## config.mk

```make
export PLATFORM = sky130hd
export DESIGN_NAME = sec_tick_gen
export DESIGN_NICKNAME = d
export VERILOG_FILES = /design/src/rtl/sec_tick_gen_pkg.sv /design/src/rtl/sec_tick_gen_key_debounce.sv /design/src/rtl/sec_tick_gen.sv
export SDC_FILE = /design/constraint.sdc
export NUM_CORES = 1
export LEC_CHECK = 0
export BUFFER_PORTS_ARGS = -buffer_cell sky130_fd_sc_hd__buf_2
export CAP_MARGIN = 20
export CORE_UTILIZATION = 42
export DETAILED_ROUTE_END_ITERATION = 8
export MAX_ROUTING_LAYER = met4
export SYNTH_ARGS = -nofsm -noshare
export SYNTH_HDL_FRONTEND = slang
export SYNTH_SLANG_ARGS = --single-unit
```

## constraint.sdc

```tcl
create_clock -name CLK -period 2.9 [get_ports CLK]
set_clock_uncertainty 0.2 [all_clocks]
set_input_delay 0.145 -clock CLK [delete_from_list [all_inputs] [get_ports CLK]]
set_output_delay 0.145 -clock CLK [all_outputs]
set_load 0.02 [all_outputs]
```

## src/rtl/sec_tick_gen_pkg.sv

```systemverilog
// Shared definitions for the clock-setting logic: default dividers, the 2-bit
// set-key state encoding and a counter-width helper.
package sec_tick_gen_pkg;

  localparam int unsigned DEF_DIV_1HZ  = 50_000_000;
  localparam int unsigned DEF_DB_CYC   = 1_000_000;
  localparam int unsigned DEF_HOLD_CYC = 25_000_000;
  localparam int unsigned DEF_DIV_FAST = 6_250_000;

  // Encoding is shared with the minutes/hours setting logic; keep values fixed.
  typedef enum logic [1:0] {
    ST_IDLE   = 2'd0,
    ST_PRESS  = 2'd1,
    ST_HOLD   = 2'd2,
    ST_REPEAT = 2'd3
  } set_state_e;

  function automatic int cnt_width(input int unsigned n);
    return (n < 2) ? 1 : $clog2(n);
  endfunction

endpackage

```

## src/rtl/sec_tick_gen_key_debounce.sv

```systemverilog
// Push-button conditioner: 2-flop synchronizer (active-low key to active-high)
// followed by a stable-count debouncer with a one-cycle rising-edge strobe.
module key_debounce
  import sec_tick_gen_pkg::*;
#(
  parameter int unsigned DB_CYC = DEF_DB_CYC
) (
  input  logic clk_i,
  input  logic rst_ni,
  input  logic key_ni,
  output logic keydb_o,
  output logic rise_o
);

  localparam int DBW = cnt_width(DB_CYC);
  localparam logic [DBW-1:0] DB_LAST = DBW'(DB_CYC - 1);

  logic           sync1_q, sync2_q;
  logic [DBW-1:0] dbcnt_q, dbcnt_d;
  logic           keydb_q, keydb_d;
  logic           rise_q, rise_d;

  always_ff @(posedge clk_i or negedge rst_ni) begin
    if (!rst_ni) begin
      sync1_q <= 1'b0;
      sync2_q <= 1'b0;
      dbcnt_q <= '0;
      keydb_q <= 1'b0;
      rise_q  <= 1'b0;
    end else begin
      sync1_q <= ~key_ni;
      sync2_q <= sync1_q;
      dbcnt_q <= dbcnt_d;
      keydb_q <= keydb_d;
      rise_q  <= rise_d;
    end
  end

  // The counter only runs while the synced level disagrees with the accepted one.
  always_comb begin
    dbcnt_d = '0;
    keydb_d = keydb_q;
    rise_d  = 1'b0;
    if (sync2_q != keydb_q) begin
      if (dbcnt_q == DB_LAST) begin
        keydb_d = sync2_q;
        rise_d  = sync2_q;
      end else begin
        dbcnt_d = dbcnt_q + DBW'(1);
      end
    end
  end

  assign keydb_o = keydb_q;
  assign rise_o  = rise_q;

endmodule

```

## src/rtl/sec_tick_gen.sv

```systemverilog
// Seconds-counter timing source: 1 Hz prescaler plus debounced set key with
// single-step and auto-repeat, merged into one count-enable strobe.
module sec_tick_gen
  import sec_tick_gen_pkg::*;
#(
  parameter int unsigned DIV_1HZ  = DEF_DIV_1HZ,
  parameter int unsigned DB_CYC   = DEF_DB_CYC,
  parameter int unsigned HOLD_CYC = DEF_HOLD_CYC,
  parameter int unsigned DIV_FAST = DEF_DIV_FAST
) (
  input  logic CLK,
  input  logic RST,
  input  logic KEY,
  input  logic run,
  output logic tick1hz,
  output logic cnten,
  output logic keydb
);

  localparam int PW = $clog2(DIV_1HZ);
  localparam int unsigned HMAX = (HOLD_CYC > DIV_FAST) ? HOLD_CYC : DIV_FAST;
  localparam int HW = cnt_width(HMAX);
  localparam logic [PW-1:0] P_LAST    = PW'(DIV_1HZ - 1);
  localparam logic [HW-1:0] HOLD_LAST = HW'(HOLD_CYC - 1);
  localparam logic [HW-1:0] FAST_LAST = HW'(DIV_FAST - 1);

  set_state_e    state_q, state_d;
  logic [PW-1:0] pcnt_q, pcnt_d;
  logic [HW-1:0] hcnt_q, hcnt_d;
  logic          tick_q, tick_d;
  logic          cnten_q, cnten_d;
  logic          pend_q, pend_d;
  logic          key_rise, adv_req, pcnt_restart, pcnt_wrap;

  key_debounce #(
    .DB_CYC (DB_CYC)
  ) u_key_db (
    .clk_i   (CLK),
    .rst_ni  (RST),
    .key_ni  (KEY),
    .keydb_o (keydb),
    .rise_o  (key_rise)
  );

  always_ff @(posedge CLK or negedge RST) begin
    if (!RST) begin
      state_q <= ST_IDLE;
      pcnt_q  <= '0;
      hcnt_q  <= '0;
      tick_q  <= 1'b0;
      cnten_q <= 1'b0;
      pend_q  <= 1'b0;
    end else begin
      state_q <= state_d;
      pcnt_q  <= pcnt_d;
      hcnt_q  <= hcnt_d;
      tick_q  <= tick_d;
      cnten_q <= cnten_d;
      pend_q  <= pend_d;
    end
  end

  always_comb begin
    state_d      = state_q;
    hcnt_d       = hcnt_q;
    adv_req      = 1'b0;
    pcnt_restart = 1'b0;
    if (!keydb) begin
      state_d = ST_IDLE;
      hcnt_d  = '0;
    end else begin
      case (state_q)
        ST_IDLE: begin
          if (key_rise) state_d = ST_PRESS;
        end
        ST_PRESS: begin
          adv_req      = 1'b1;
          pcnt_restart = 1'b1;
          hcnt_d       = '0;
          state_d      = ST_HOLD;
        end
        ST_HOLD: begin
          if (hcnt_q == HOLD_LAST) begin
            adv_req = 1'b1;
            hcnt_d  = '0;
            state_d = ST_REPEAT;
          end else begin
            hcnt_d = hcnt_q + HW'(1);
          end
        end
        ST_REPEAT: begin
          if (hcnt_q == FAST_LAST) begin
            adv_req = 1'b1;
            hcnt_d  = '0;
          end else begin
            hcnt_d = hcnt_q + HW'(1);
          end
        end
        default: state_d = ST_IDLE;
      endcase
    end
  end

  assign pcnt_wrap = run && (pcnt_q == P_LAST);

  // A tick colliding with an advance is deferred one cycle through pend.
  always_comb begin
    pcnt_d = pcnt_q;
    if (pcnt_restart || pcnt_wrap) begin
      pcnt_d = '0;
    end else if (run) begin
      pcnt_d = pcnt_q + PW'(1);
    end
    tick_d  = pcnt_wrap;
    cnten_d = adv_req | pcnt_wrap | pend_q;
    pend_d  = (adv_req & pcnt_wrap) | (pend_q & (adv_req | pcnt_wrap));
  end

  assign tick1hz = tick_q;
  assign cnten   = cnten_q;

endmodule

```

==> summary.md, run 1 <==
| Metric | Value |
|---|---|
| Status | finished clean |
| Post-synth ARST share | 100% |
| Final worst setup slack | 0.361 ns |
| Tcrit/Tclk final | 87.6% |
| Crit path cell chain | ha_1 > nand3_1 > or4_1 > or2_2 > o21ai_0 > o211ai_1 |
| Syn Nets | 506 |
| Initial antenna violation count | 0 |
| Max cap viols | 0 |
| # fillers | 997 |
| Count leader, synth | dfrtp_1 |
| Final Setup Violations | 0 |
| Slowest library cell on the worst path | or4_1 |
| WL/cell | 14.9 um |
| Pwr per Cell Area | 462 nW/um^2 |
| Die width | 105 um |
| Ant. Diodes | 0 |
| Clock tree buffer depth | 2 |
| Number of DRC markers in iteration 0 | 150 |
| Largest net degree at the start of global routing | 81 |
| Synth area leader | dfrtp_1 |
| Critical Path Fanout Max | 13 |
| Critical path's largest stage delay | 0.78 ns |
| Global Route Usage Sum | 19.2% |
| Nets | 519 |
| CP Launch Type | register |
| Synth area leaders | dfrtp_1 (45%), nand2_1 (5.8%), xor2_1 (5.1%), nor2_1 (5.0%), nand3_1 (3.1%) |
| R2R Setup Slk | 0.36 ns |
| Clk pin slew, worst setup/hold paths | 0.09 ns |
| Post-route DRC | 0 |
| Row count | 37 |
| Setup TNS | 0 ns |
| Min Tclk post-route | 2.54 ns |
| Root Buffer | clkbuf_8 |
| Worst Path Buf+Inv | 0 |
| Warnings, synthesis | 0 |
| DP Worst Slack | 0.382 ns |
| WP data arrival | 2.58 ns |
| Crit end category | register |
| Vias per Instance | 5.57 |
| Final ANT Viol Nets | 0 |
| Drt total wl | 9650 um |
| Final Wtd Congestion | 0.798 |
| Max-slew violation count | 0 |
| Input/output buffers | 6 |
| TritonCTS Buffers | 9 |
| Drt pass-1 iters | 6 |
| Unique cell type count in the Yosys netlist | 50 |
| Hold Buf Count CTS | 3 |
| Die Y | 105 um |
| CTS tree | done |
| Top-level port count | 7 |
| Post-CTS Setup Bufs | 0 |
| Hold Vio Cnt, Final | 0 |
| Share of the yosys chip area belonging to registers | 44.5% |
| Leakage | 0.00205 uW |
| H-Tree Level Count | 3 |
| WP data required | 2.94 ns |
| Initial Utilization | 43.4% |
| CTS Sinks | 80 |
| Post-DP HPWL | 6320 um |
| Vias | 3,614 |
| Share of layout cells above drive strength 1 | 9.36% |
| Post-Syn Area per Cell | 9.08 sq um |
| Vias in the first global route | 3,392 |
| Slew HR | 58.5% |
| Post_cts resized | 0 |
| Core Footprint | 10,400 sq um |
| Crit-path leading delay family | simple AND/OR/NAND/NOR gates |
| Post-synth top cells | dfrtp_1 (80), nand2_1 (70), nor2_1 (60) |
| Peak VDD IR | 234 uV |
| Top FF cell, synth | dfrtp_1 |
| Seq cells post-synth | 80 |
| Mapped Cells | 495 |
| Post-synth EDFFs | 0 |
| Die area | 11,100 sq um |
| Latest clock arrival within the worst-skew pair | 0.37 ns |
| Area Growth Syn to Fin | 10.5% |
| HP Class | in -> async |
| Synth top area share | 44.5% |
| Final Util | 47.9% |
| RSZ-0062 raised after global routing | no |
| Worst-margin pin slew | 0.621 ns |
| Remaining global-route overflow | 0 |
| Mapped cell area | 4500 sq um |
| Critical setup path kind | reg -> reg |
| Fmax | 394 MHz |
| First-pass GRT wire length | 16,400 um |
[worst register-to-register path: stages (launching register included)]
cell and delay, ns:
dfrtp_1 0.41, ha_1 0.21, nand3_1 0.17, or4_1 0.78, or2_2 0.38, o21ai_0 0.16
o211ai_1 0.10
[routing by layer]
layer	vias up	wire, um	track usage [%]
li1	1800	-	-
met1	1749	4990	26.0
met2	50	4250	28.1
met3	15	244	4.82
met4	0	169	6.04
met5	-	0	-
[cell usage in the layout (no fill, tap or decap), types with 3 or more instances in the layout]
| cell | n |
|---|---|
| ha_1 | 7 |
| a21oi_1 | 5 |
| o221ai_1 | 12 |
| or2_2 | 3 |
| and2_1 | 13 |
| buf_2 | 5 |
| xor2_1 | 26 |
| or4b_1 | 3 |
| nor3_1 | 15 |
| and4_1 | 5 |
| o211ai_1 | 17 |
| nor3b_1 | 3 |
| dfrtp_1 | 80 |
| clkbuf_8 | 11 |
| nor4_1 | 11 |
| or3_1 | 7 |
| xnor2_1 | 16 |
| nand2_1 | 70 |
| nand4b_1 | 4 |
| dlygate4sd3_1 | 3 |
| inv_1 | 18 |
| nand4_1 | 17 |
| or4_1 | 7 |
| nor2b_1 | 3 |
| and3_1 | 7 |
| o31ai_1 | 4 |
| buf_4 | 13 |
| nand3_1 | 28 |
| nor2_1 | 60 |
| o2111ai_1 | 6 |
[where the power goes]
group	switching [uW]	total, uW	internal, uW
clock	448	899	451
sequential	73.1	1240	1170
combinational	90.7	157	66.7
total	612	2300	1690
[layout make-up]
type                       count  area (sq um)  share of cell area [%]
inverter                      18          67.6                    1.36
sequential                    80          2000                    40.3
clock buffer                  11           151                    3.05
timing repair buffer          22           173                    3.48
tap                          136           170                    3.43
clock inverter                 5          63.8                    1.28
multi-input combinational    377          2340                    47.1
[logic make-up after synthesis]
| kind of cell | after synthesis | share of synthesized area, % |
|---|---|---|
| multiplexers | 3 | 0.696 |
| AND/OR/NAND/NOR | 264 | 30.4 |
| adder cells (fa/ha/maj) | 8 | 2.17 |
| flip-flops | 80 | 44.5 |
| buffers and inverters | 38 | 3.64 |
| XOR/XNOR | 42 | 8.18 |
| AO/OA/AOI/OAI | 60 | 10.4 |
[worst paths after layout]
check                                  from                to  cells after the start
max                               hcnt_q[0]        hcnt_q[24]                      6
min                                     RST        hcnt_q[13]                      2
max reg2reg                       hcnt_q[0]        hcnt_q[24]                      6
min reg2reg                u_key_db.sync1_q  u_key_db.sync2_q                      0
max in group asynchronous               RST  u_key_db.sync2_q                      3
min in group CLK           u_key_db.sync1_q  u_key_db.sync2_q                      0
[state kept, by name, indices dropped and copies added, names as in the netlist]
signal / count
hcnt_q: 25
u_key_db.keydb_o: 1
pend_q: 1
u_key_db.sync2_q: 1
pcnt_q: 26
u_key_db.dbcnt_q: 20
u_key_db.sync1_q: 1
cnten: 1
state_q: 2
u_key_db.rise_o: 1
tick1hz: 1
[stage by stage]
step,power (uW),hold slack (ns),std cells,instance area [sq um]
finish,2300,0.0824,649,4970
global route,2400,0.116,649,4970
CTS,2320,0.159,648,4950
detailed placement,1410,0.146,629,4700
global placement,1400,0.145,629,4700
floorplan,1360,-0.351,495,4500
Power figures use the tool's default switching activity.
==> run 2: changes to the inputs <==
ABC_CLOCK_PERIOD_IN_PS = 2900   (was not set)
GPL_TIMING_DRIVEN = 0   (was not set)
==> run 2 against run 1 <==
Register-to-register slack lost 0.12 ns. Global-route usage is 1.5 points higher. Setup slack worse by 0.12 ns. Die area stayed put. Critical path depth grew 1. Clock-buffer cell count unchanged.
==> summary.md, run 2 (same netlist as run 1, synthesis figures left out) <==
| Metric | Value |
|---|---|
| Largest regs | pcnt_q: 26 flops, hcnt_q: 25 flops, u_key_db.dbcnt_q: 20 flops |
| WP data required | 2.97 ns |
| Post-DP HPWL | 6960 um |
| Row count | 37 |
| CTS Sinks | 80 |
| Worst-margin pin slew | 0.815 ns |
| First-pass GRT wire length | 17,600 um |
| H-Tree Level Count | 3 |
| Commonest cells after routing, fill and taps aside | dfrtp_1 (80), nand2_1 (70), nor2_1 (60) |
| Ant. Diodes | 0 |
| Tcrit/Tclk final | 91.8% |
| Max reg flops | 26 |
| Global Route Usage Sum | 20.7% |
| HP Class | in -> async |
| Clk pin slew, worst setup/hold paths | 0.09 ns |
| Initial Utilization | 43.4% |
| Latest clock arrival within the worst-skew pair | 0.36 ns |
| Nets | 527 |
| Area Growth Syn to Fin | 10.1% |
| Post-Place Cells | 637 |
| CP Launch Type | register |
| Vias per Instance | 5.53 |
| TritonCTS Buffers | 9 |
| Fmax | 376 MHz |
| Max-slew violation count | 0 |
| Number of DRC markers in iteration 0 | 148 |
| Critical Path Fanout Max | 6 |
| Die width | 105 um |
| Critical setup path kind | reg -> reg |
| WP data arrival | 2.73 ns |
| Clock tree buffer depth | 2 |
| CTS tree | done |
| Min Tclk post-route | 2.66 ns |
| Hold Vio Cnt, Final | 0 |
| Die area | 11,100 sq um |
| Largest Register | pcnt_q |
| Sequential share of power | 55.2% |
| Max cap viols | 0 |
| Pwr per Cell Area | 449 nW/um^2 |
| Int Power | 1650 uW |
| Input/output buffers | 5 |
| Fin Hold WS | 0.0497 ns |
| Crit end category | register |
| Final Wtd Congestion | 0.868 |
| Peak VDD IR | 258 uV |
| Top-level port count | 7 |
| Post-route DRC | 0 |
| Drt total wl | 10,100 um |
| Switching Fraction | 25.6% |
| Leakage | 0.00203 uW |
| Largest net degree at the start of global routing | 53 |
| Combinational power share | 8.0% |
| Net switching power | 570 uW |
| RSZ-0062 raised after global routing | no |
| Root Buffer | clkbuf_8 |
| Initial antenna violation count | 0 |
| Drt pass-1 iters | 5 |
| Die Y | 105 um |
| Final Setup Violations | 0 |
| Share of layout cells above drive strength 1 | 8.08% |
| Setup TNS | 0 ns |
| Remaining global-route overflow | 0 |
| Vias in the first global route | 3,694 |
| Slew HR | 45.2% |
| Clk pwr share | 36.8% |
| Final ANT Viol Nets | 0 |
| Post-route insts no fill | 656 |
| Status | finished clean |
| WL/cell | 15.4 um |
| Vias | 3,625 |
| Most common library cell in the layout ignoring fill and taps | dfrtp_1 |
| Core Footprint | 10,400 sq um |
-- run 2: cell types whose count changed in the layout (fill, tap and decap cells not counted), moves of 2 or more --
cell	delta
buf_2	+3
buf_4	-10
clkbuf_1	+13
clkbuf_2	+2
clkinv_2	+3
clkinv_4	-2
-- run 2: final timing paths --
| check | start | end | slack, ns | cells after the start |
|---|---|---|---|---|
| min | RST | u_key_db.dbcnt_q[11] | 0.05 | 2 |
| max | state_q[1] | pcnt_q[25] | 0.24 | 7 |
| min in group CLK | u_key_db.sync1_q | u_key_db.sync2_q | 0.15 | 0 |
| max in group asynchronous | RST | pcnt_q[25] | 1.86 | 3 |
| max reg2reg | state_q[1] | pcnt_q[25] | 0.24 | 7 |
| min reg2reg | u_key_db.sync1_q | u_key_db.sync2_q | 0.15 | 0 |
-- run 2: repair_timing --
action                                  in CTS  in global routing
resized for setup                            0                  1
hold endpoints to repair                    84                  0
setup buffers                                0                  0
hold buffers                                 3                  0
endpoints found under the setup margin       0                  6
-- run 2: layer usage --
metal | part of all wire (%) | wire [um] | vias to the layer above | track usage (%)
met2 | 45 | 4600 | 67 | 31.0
met1 | 49 | 4990 | 1737 | 26.6
li1 | - | - | 1807 | -
met5 | 0 | 0 | - | -
met3 | 3.7 | 377 | 14 | 4.45
met4 | 1.4 | 144 | 0 | 9.76
-- run 2: through the flow --
| step | total power [uW] | util (%) | worst slack [ns] | area, sq um |
|---|---|---|---|---|
| 6_report | 2220 | 47.8 | 0.239 | 4950 |
| 5_1_grt | 2320 | 47.8 | 0.0510 | 4950 |
| 3_5_place_dp | 1420 | 45.5 | 0.209 | 4720 |
| 3_3_place_gp | 1410 | 45.2 | 0.135 | 4690 |
| 2_1_floorplan | 1360 | - | 0.649 | 4500 |
| 4_1_cts | 2250 | 47.6 | 0.184 | 4940 |
-- run 2: area by class of cell --
type,count,area (sq um)
Clock inverter,4,45.0
Buffer,20,96.3
Clock buffer,11,141
Timing Repair Buffer,10,90.1
Sequential cell,80,2000
Tap cell,136,170
Inverter,18,67.6
Multi-Input combinational cell,377,2340
Fill cell,999,5420
-- run 2: power by group through the flow --
stage / logic (uW) / clock network (uW) / registers [uW]
global placement: 164 / 0 / 1240
floorplan: 121 / 0 / 1240
finish: 178 / 819 / 1230
global route: 205 / 882 / 1240
CTS: 181 / 846 / 1230
detailed placement: 176 / 0 / 1250
-- run 2: worst max-delay path, cell delays in order (launching register included) --
cell     delay, ns
dfrtp_1       0.43
inv_1         0.11
ha_1          0.31
a21oi_1       0.22
nor4_2        0.32
nand3_1       0.27
or4_1         0.53
a21oi_1       0.19
